File: src/rtl/cond_flag_unit.sv
// cond_flag_unit: a single-entry execute stage. It evaluates the ARM condition
// field against the NZCV flags (forwarding the flags written by the instruction
// leaving the stage), drives the flag register writes, and counts executed and
// squashed instructions with saturating counters. All state changes on the
// falling edge of CLK.
module cond_flag_unit #(
  parameter int CNT_W = 16
) (
  input  logic             CLK,
  input  logic             RST,
  input  logic             IN_VALID,
  output logic             IN_READY,
  input  logic [3:0]       COND,
  input  logic             S_BIT,
  input  logic [3:0]       FLAG_MASK,
  input  logic [3:0]       ALU_FLAGS,
  input  logic [3:0]       FLAGS_IN,
  output logic             OUT_VALID,
  input  logic             OUT_READY,
  output logic             EXEC,
  output logic [3:0]       FLAG_WE,
  output logic [3:0]       FLAG_WD,
  output logic [CNT_W-1:0] EXEC_CNT,
  output logic [CNT_W-1:0] SQUASH_CNT
);

  // Handshake: an instruction is captured on a falling edge when
  // IN_VALID & IN_READY, and leaves on a falling edge when OUT_VALID & OUT_READY.
  // IN_READY = !OUT_VALID | OUT_READY, so a capture and a leave may share an edge.
  // The one-bit occupancy register (valid_r) is the only control state and is
  // visible directly on OUT_VALID.

  logic       valid_r;
  logic       exec_r;
  logic       s_bit_r;
  logic [3:0] mask_r;
  logic [3:0] alu_r;
  logic       capture;
  logic       leave;
  logic [3:0] eff_flags;
  logic       cond_pass;
  logic       eff_n, eff_z, eff_c, eff_v;

  assign leave    = valid_r & OUT_READY;
  assign IN_READY = ~valid_r | OUT_READY;
  assign capture  = IN_VALID & IN_READY;

  assign OUT_VALID = valid_r;
  assign EXEC      = exec_r;

  // A squashed or stalled instruction never writes flags.
  assign FLAG_WE = {4{leave & exec_r & s_bit_r}} & mask_r;
  assign FLAG_WD = alu_r;

  // Forward the bits written by the leaving instruction; the flag registers
  // only show them after this edge.
  assign eff_flags = (FLAG_WE & FLAG_WD) | (~FLAG_WE & FLAGS_IN);
  assign eff_n = eff_flags[3];
  assign eff_z = eff_flags[2];
  assign eff_c = eff_flags[1];
  assign eff_v = eff_flags[0];

  // Condition-field evaluation against the effective flags.
  always_comb begin
    cond_pass = 1'b0;
    case (COND)
      4'b0000: cond_pass = eff_z;
      4'b0001: cond_pass = ~eff_z;
      4'b0010: cond_pass = eff_c;
      4'b0011: cond_pass = ~eff_c;
      4'b0100: cond_pass = eff_n;
      4'b0101: cond_pass = ~eff_n;
      4'b0110: cond_pass = eff_v;
      4'b0111: cond_pass = ~eff_v;
      4'b1000: cond_pass = eff_c & ~eff_z;
      4'b1001: cond_pass = ~eff_c | eff_z;
      4'b1010: cond_pass = (eff_n == eff_v);
      4'b1011: cond_pass = (eff_n != eff_v);
      4'b1100: cond_pass = ~eff_z & (eff_n == eff_v);
      4'b1101: cond_pass = eff_z | (eff_n != eff_v);
      4'b1110: cond_pass = 1'b1;
      default: cond_pass = 1'b0;
    endcase
  end

  // Stage occupancy: set on capture, cleared when the held entry leaves alone.
  always_ff @(negedge CLK or negedge RST) begin
    if (!RST) begin
      valid_r <= 1'b0;
    end else if (capture) begin
      valid_r <= 1'b1;
    end else if (leave) begin
      valid_r <= 1'b0;
    end
  end

  // Instruction payload, loaded only on capture so it holds under backpressure.
  always_ff @(negedge CLK or negedge RST) begin
    if (!RST) begin
      exec_r  <= 1'b0;
      s_bit_r <= 1'b0;
      mask_r  <= 4'b0000;
      alu_r   <= 4'b0000;
    end else if (capture) begin
      exec_r  <= cond_pass;
      s_bit_r <= S_BIT;
      mask_r  <= FLAG_MASK;
      alu_r   <= ALU_FLAGS;
    end
  end

  // Saturating counts of leaving instructions, split by their EXEC result.
  always_ff @(negedge CLK or negedge RST) begin
    if (!RST) begin
      EXEC_CNT   <= '0;
      SQUASH_CNT <= '0;
    end else if (leave) begin
      if (exec_r) begin
        if (EXEC_CNT != {CNT_W{1'b1}}) EXEC_CNT <= EXEC_CNT + 1'b1;
      end else begin
        if (SQUASH_CNT != {CNT_W{1'b1}}) SQUASH_CNT <= SQUASH_CNT + 1'b1;
      end
    end
  end

endmodule

File: config.mk
export PLATFORM = sky130hd
export DESIGN_NAME = cond_flag_unit
export DESIGN_NICKNAME = d
export VERILOG_FILES = /design/src/rtl/cond_flag_unit.sv
export SDC_FILE = /design/constraint.sdc
export NUM_CORES = 1
export LEC_CHECK = 0
export CELL_PAD_IN_SITES_DETAIL_PLACEMENT = 1
export CELL_PAD_IN_SITES_GLOBAL_PLACEMENT = 2
export CORE_MARGIN = 5
export CORE_UTILIZATION = 32
export DETAILED_ROUTE_END_ITERATION = 8
export PLACE_DENSITY = 0.82
export REMOVE_ABC_BUFFERS = 1
export SYNTH_ARGS = -nofsm -noshare
export SYNTH_HDL_FRONTEND = slang
export SYNTH_SLANG_ARGS = --single-unit
File: constraint.sdc
create_clock -name CLK -period 4.1 [get_ports CLK]
set_input_delay 0.82 -clock CLK [delete_from_list [all_inputs] [get_ports CLK]]
set_output_delay 0.82 -clock CLK [all_outputs]
set_load 0.05 [all_outputs]
* After elaboration in Yosys (flattened, before gate mapping)
Cells that the tools add are included.
Cells by class: reductions and logical operators 4, equal/unequal tests 18, $add $sub $neg 2, bitwise gates (word level) 20, mux-type cells 3
Operators with widths (number):
- adder 16 x 1 -> 16 bit, second input constant | 2
- inequality test 16 bit, second input constant | 2
- equality test 4 bit, second input constant | 7
- equality test 4 x 3 -> 1 bit, second input constant | 4
- case mux 1 bit (15 select lines) | 1
- AND 4 bit | 3
- equality test 4 x 2 -> 1 bit, second input constant | 2
- AND 1 bit | 6
- NOT 1 bit | 6
- AND reduction 3 bit | 2
- equality test 4 x 1 -> 1 bit, second input constant | 1
- logical NOT 4 bit | 1
- NOT 4 bit | 1
- bitwise OR 4 bit | 1
- bitwise OR 1 bit | 3
- two-way mux 1 bit | 2
- nonzero test 2 bit | 1
- equality test 1 bit | 1
- inequality test 1 bit | 1
Storage, ports and cells: input bits 21, logic and storage cells 54, output and inout port bits 43, bits in registers 43

* Longest topological paths before layout
depth after elaboration 10, depth in mapped cells 9, gate-level depth less buffers 8

==> impl_metrics.yaml <==
layout:
  final_cell_mix: "buf_12 (44), dfrtn_1 (43), buf_4 (26)"
  instances_no_fill: 378
  fillers: 704
  multi_input_area_um2: 1110
  insertedDiodeCount: 0
  area_growth_pct: 67.1
  final_common_cell: "buf_12"
  drive_gt1_frac: 0.379
  register_area_um2: 1080
  final_nets: 320
logic_synthesis:
  yosysTopAreaCell: "dfrtn_1"
  ys_seq_area_frac: 0.486
  netlist_area_um2: 2210
  syn_inst: 202
  yosysTopAreaCellShare: 0.486
  yosys_warnings: 0
  ys_seq_elements: 43
  synth_area_leaders: "dfrtn_1 (49%), xnor2_1 (7.9%), mux2_2 (5.6%)"
  synthDistinctLibCells: 47
  syn_area_per_cell_um2: 11.0
global_routing:
  grt_pass1_wl_um: 10200
  gr-total-overflow: 0
  grt_max_degree: 44
  antenna_found_initial: 0
  grt_usage: 0.148
  grt_pass1_vias: 1994
route:
  vias: 1903
  routed_wl_um: 6100
  vias_per_cell: 5.03
  drt_pre_antenna_iters: 4
  drtAntennaViolNets: 0
  drc: 0
  first_iter_violations: 48
  wire_per_inst_um: 16.1
critical_path:
  worstPathRequired_ns: 3.28
  cp_cell_sequence: "and4_4, and2_4, buf_6, buf_12"
  end_kind: "output pin"
  startpoint: "EXEC"
  cpPeakStageDelay_ns: 0.47
  arrival_ns: 3.53
  path_max_fanout: 8
  path_class: "reg2out"
  r2r_start: "SQUASH_CNT[5]"
  start_kind: "flop"
  cpMaxStageDelayCell: "dfrtn_1"
min_path:
  hold_class: "reg2reg"
  hold_path.startpoint: "mask_r[2]"
clock_network:
  clkSlewWorstSetupHoldPaths_ns: 0.06
  numCtsBuffers: 5
  cts_tree: "done"
  cts_root_buffer: "clkbuf_8"
  holdBufCountCts: 0
  cts.htree.levels: 2
  clock_path_buffers: 2
  worstSkewPairLatency_ns: 0.30
  cts.sinks: 43
status:
  violations: "negative setup slack"
  outcome: "finished with violations"
place:
  gp_routability_congestion: 0.808
  placed_cells: 366
  place.detailed.hpwl_um: 4690
  portBuffers: 63
sta:
  fin_setup_tns_ns: -1.14
  fin_ws_ns: -0.254
  maxSlewViolCount: 0
  grt_setup_unrepaired: "yes"
  hold_viol: 0
  relSlewSlack: 0.754
  tightestPinTransition_ns: 0.367
  setup_viol: 5
  skew_ns: 0.00534
die:
  die_area_um2: 8680
  initial_core_util: 0.328
  row_count: 30
  die_width_um: 93.2
  fp.coreArea_um2: 6760
  num_io_pins: 64
  die_h_um: 93.2
power:
  power_density_nw_per_um2: 421
  power.leakage_nw: 1.65
  ir_drop_uv: 278
  p_total_mw: 1.56
run:
  drv_cap: 0
==> final cells by class <==
| cell class | count | area share |
|---|---|---|
| Clock inverter | 2 | 0.00338 |
| Multi-Input combinational cell | 148 | 0.301 |
| Timing Repair Buffer | 94 | 0.354 |
| Clock buffer | 6 | 0.0196 |
| Inverter | 5 | 0.00507 |
| Sequential cell | 43 | 0.291 |
| Tap cell | 80 | 0.0270 |
==> layer usage <==
layer | wire length, um | part of all wire | vias to the layer above | GRT usage
li1 | - | - | 905 | -
met1 | 2780 | 0.46 | 936 | 0.194
met2 | 2930 | 0.48 | 57 | 0.243
met3 | 342 | 0.056 | 5 | 0.0426
met4 | 49 | 0.0080 | 0 | 0.0317
met5 | 0 | 0 | - | 0
==> sequential cells by signal, indices dropped and copies added (netlist names) <==
signal      count
SQUASH_CNT     16
s_bit_r         1
EXEC            1
FLAG_WD         4
EXEC_CNT       16
OUT_VALID       1
mask_r          4
==> synth_stat cells, drive strengths merged <==
cell type and n:
buf 3, nand2b 2, o211a 1, and4 3, mux2i 1, nor3b 2, a221oi 1, xnor2 20
nor4 1, nor2 14, dfrtn 43, a21boi 2, a311oi 3, nand4b 1, inv 5, a211oi 1
a31oi 1, nand3 15, nor3 2, a2111oi 2, o311ai 1, mux2 11, or3 1, and2 2
nand2 20, xor2 10, and3b 1, a21oi 5, ha 2, o311a 1, or4 1, a22oi 1
nand4 7, o2111ai 1, clkbuf 2, and3 10, o21ai 2, clkdlybuf4s50 1
==> repair_timing <==
item                       4_1_cts  5_1_grt
pin swaps                        8        4
setup buffers                    4        1
hold endpoints to repair         0        0
resized for setup               22        6
setup endpoints to repair       40        6
==> kinds of logic (layout without fill, tap and decap cells) <==
kind of cell | after synthesis | after routing | share of synthesized area
and+or+nand+nor | 82 | 82 | 0.194
DFF | 43 | 43 | 0.486
xor gates and xnor gates | 30 | 30 | 0.119
AOI/OAI and AO/OA | 22 | 22 | 0.0910
muxes | 12 | 12 | 0.0621
buffers and inverters | 11 | 107 | 0.0367
adders and majority gates | 2 | 2 | 0.0113
==> per-stage QoR <==
step	instance area [um^2]	setup slack (ns)	hold slack, ns	utilization
after floorplan	2150	-0.494	0.431	-
after global placement	3520	-0.898	0.451	0.521
after detailed placement	3520	-1.01	0.454	0.521
after CTS	3670	-0.280	0.464	0.543
after global routing	3700	-0.336	0.482	0.548
final	3700	-0.254	0.461	0.548
==> path summary, 6_finish.rpt <==
kind,cells after the start,to,slack [ns]
max in group asynchronous,2,EXEC_CNT[11],1.43
hold / removal,1,mask_r[2],0.46
hold reg to reg,1,mask_r[2],0.46
setup reg to reg,7,SQUASH_CNT[7],1.80
setup / recovery,4,FLAG_WE[2],-0.25
min in group asynchronous,2,EXEC,2.41
==> critical path, delay by kind of cell (launching register included) <==
family,cells,cell delay [ns]
flip-flops,1,0.47
buffers and inverters,2,0.22
AND/OR/NAND/NOR,2,0.49
==> report_power, final <==
part	leakage (nW)	internal, mW	switching [mW]
registers	0.559	0.494	0.110
logic	1.05	0.344	0.336
clock network	0.0412	0.119	0.156
total	1.65	0.958	0.602
No activity file was read; power rests on OpenSTA's default activity.
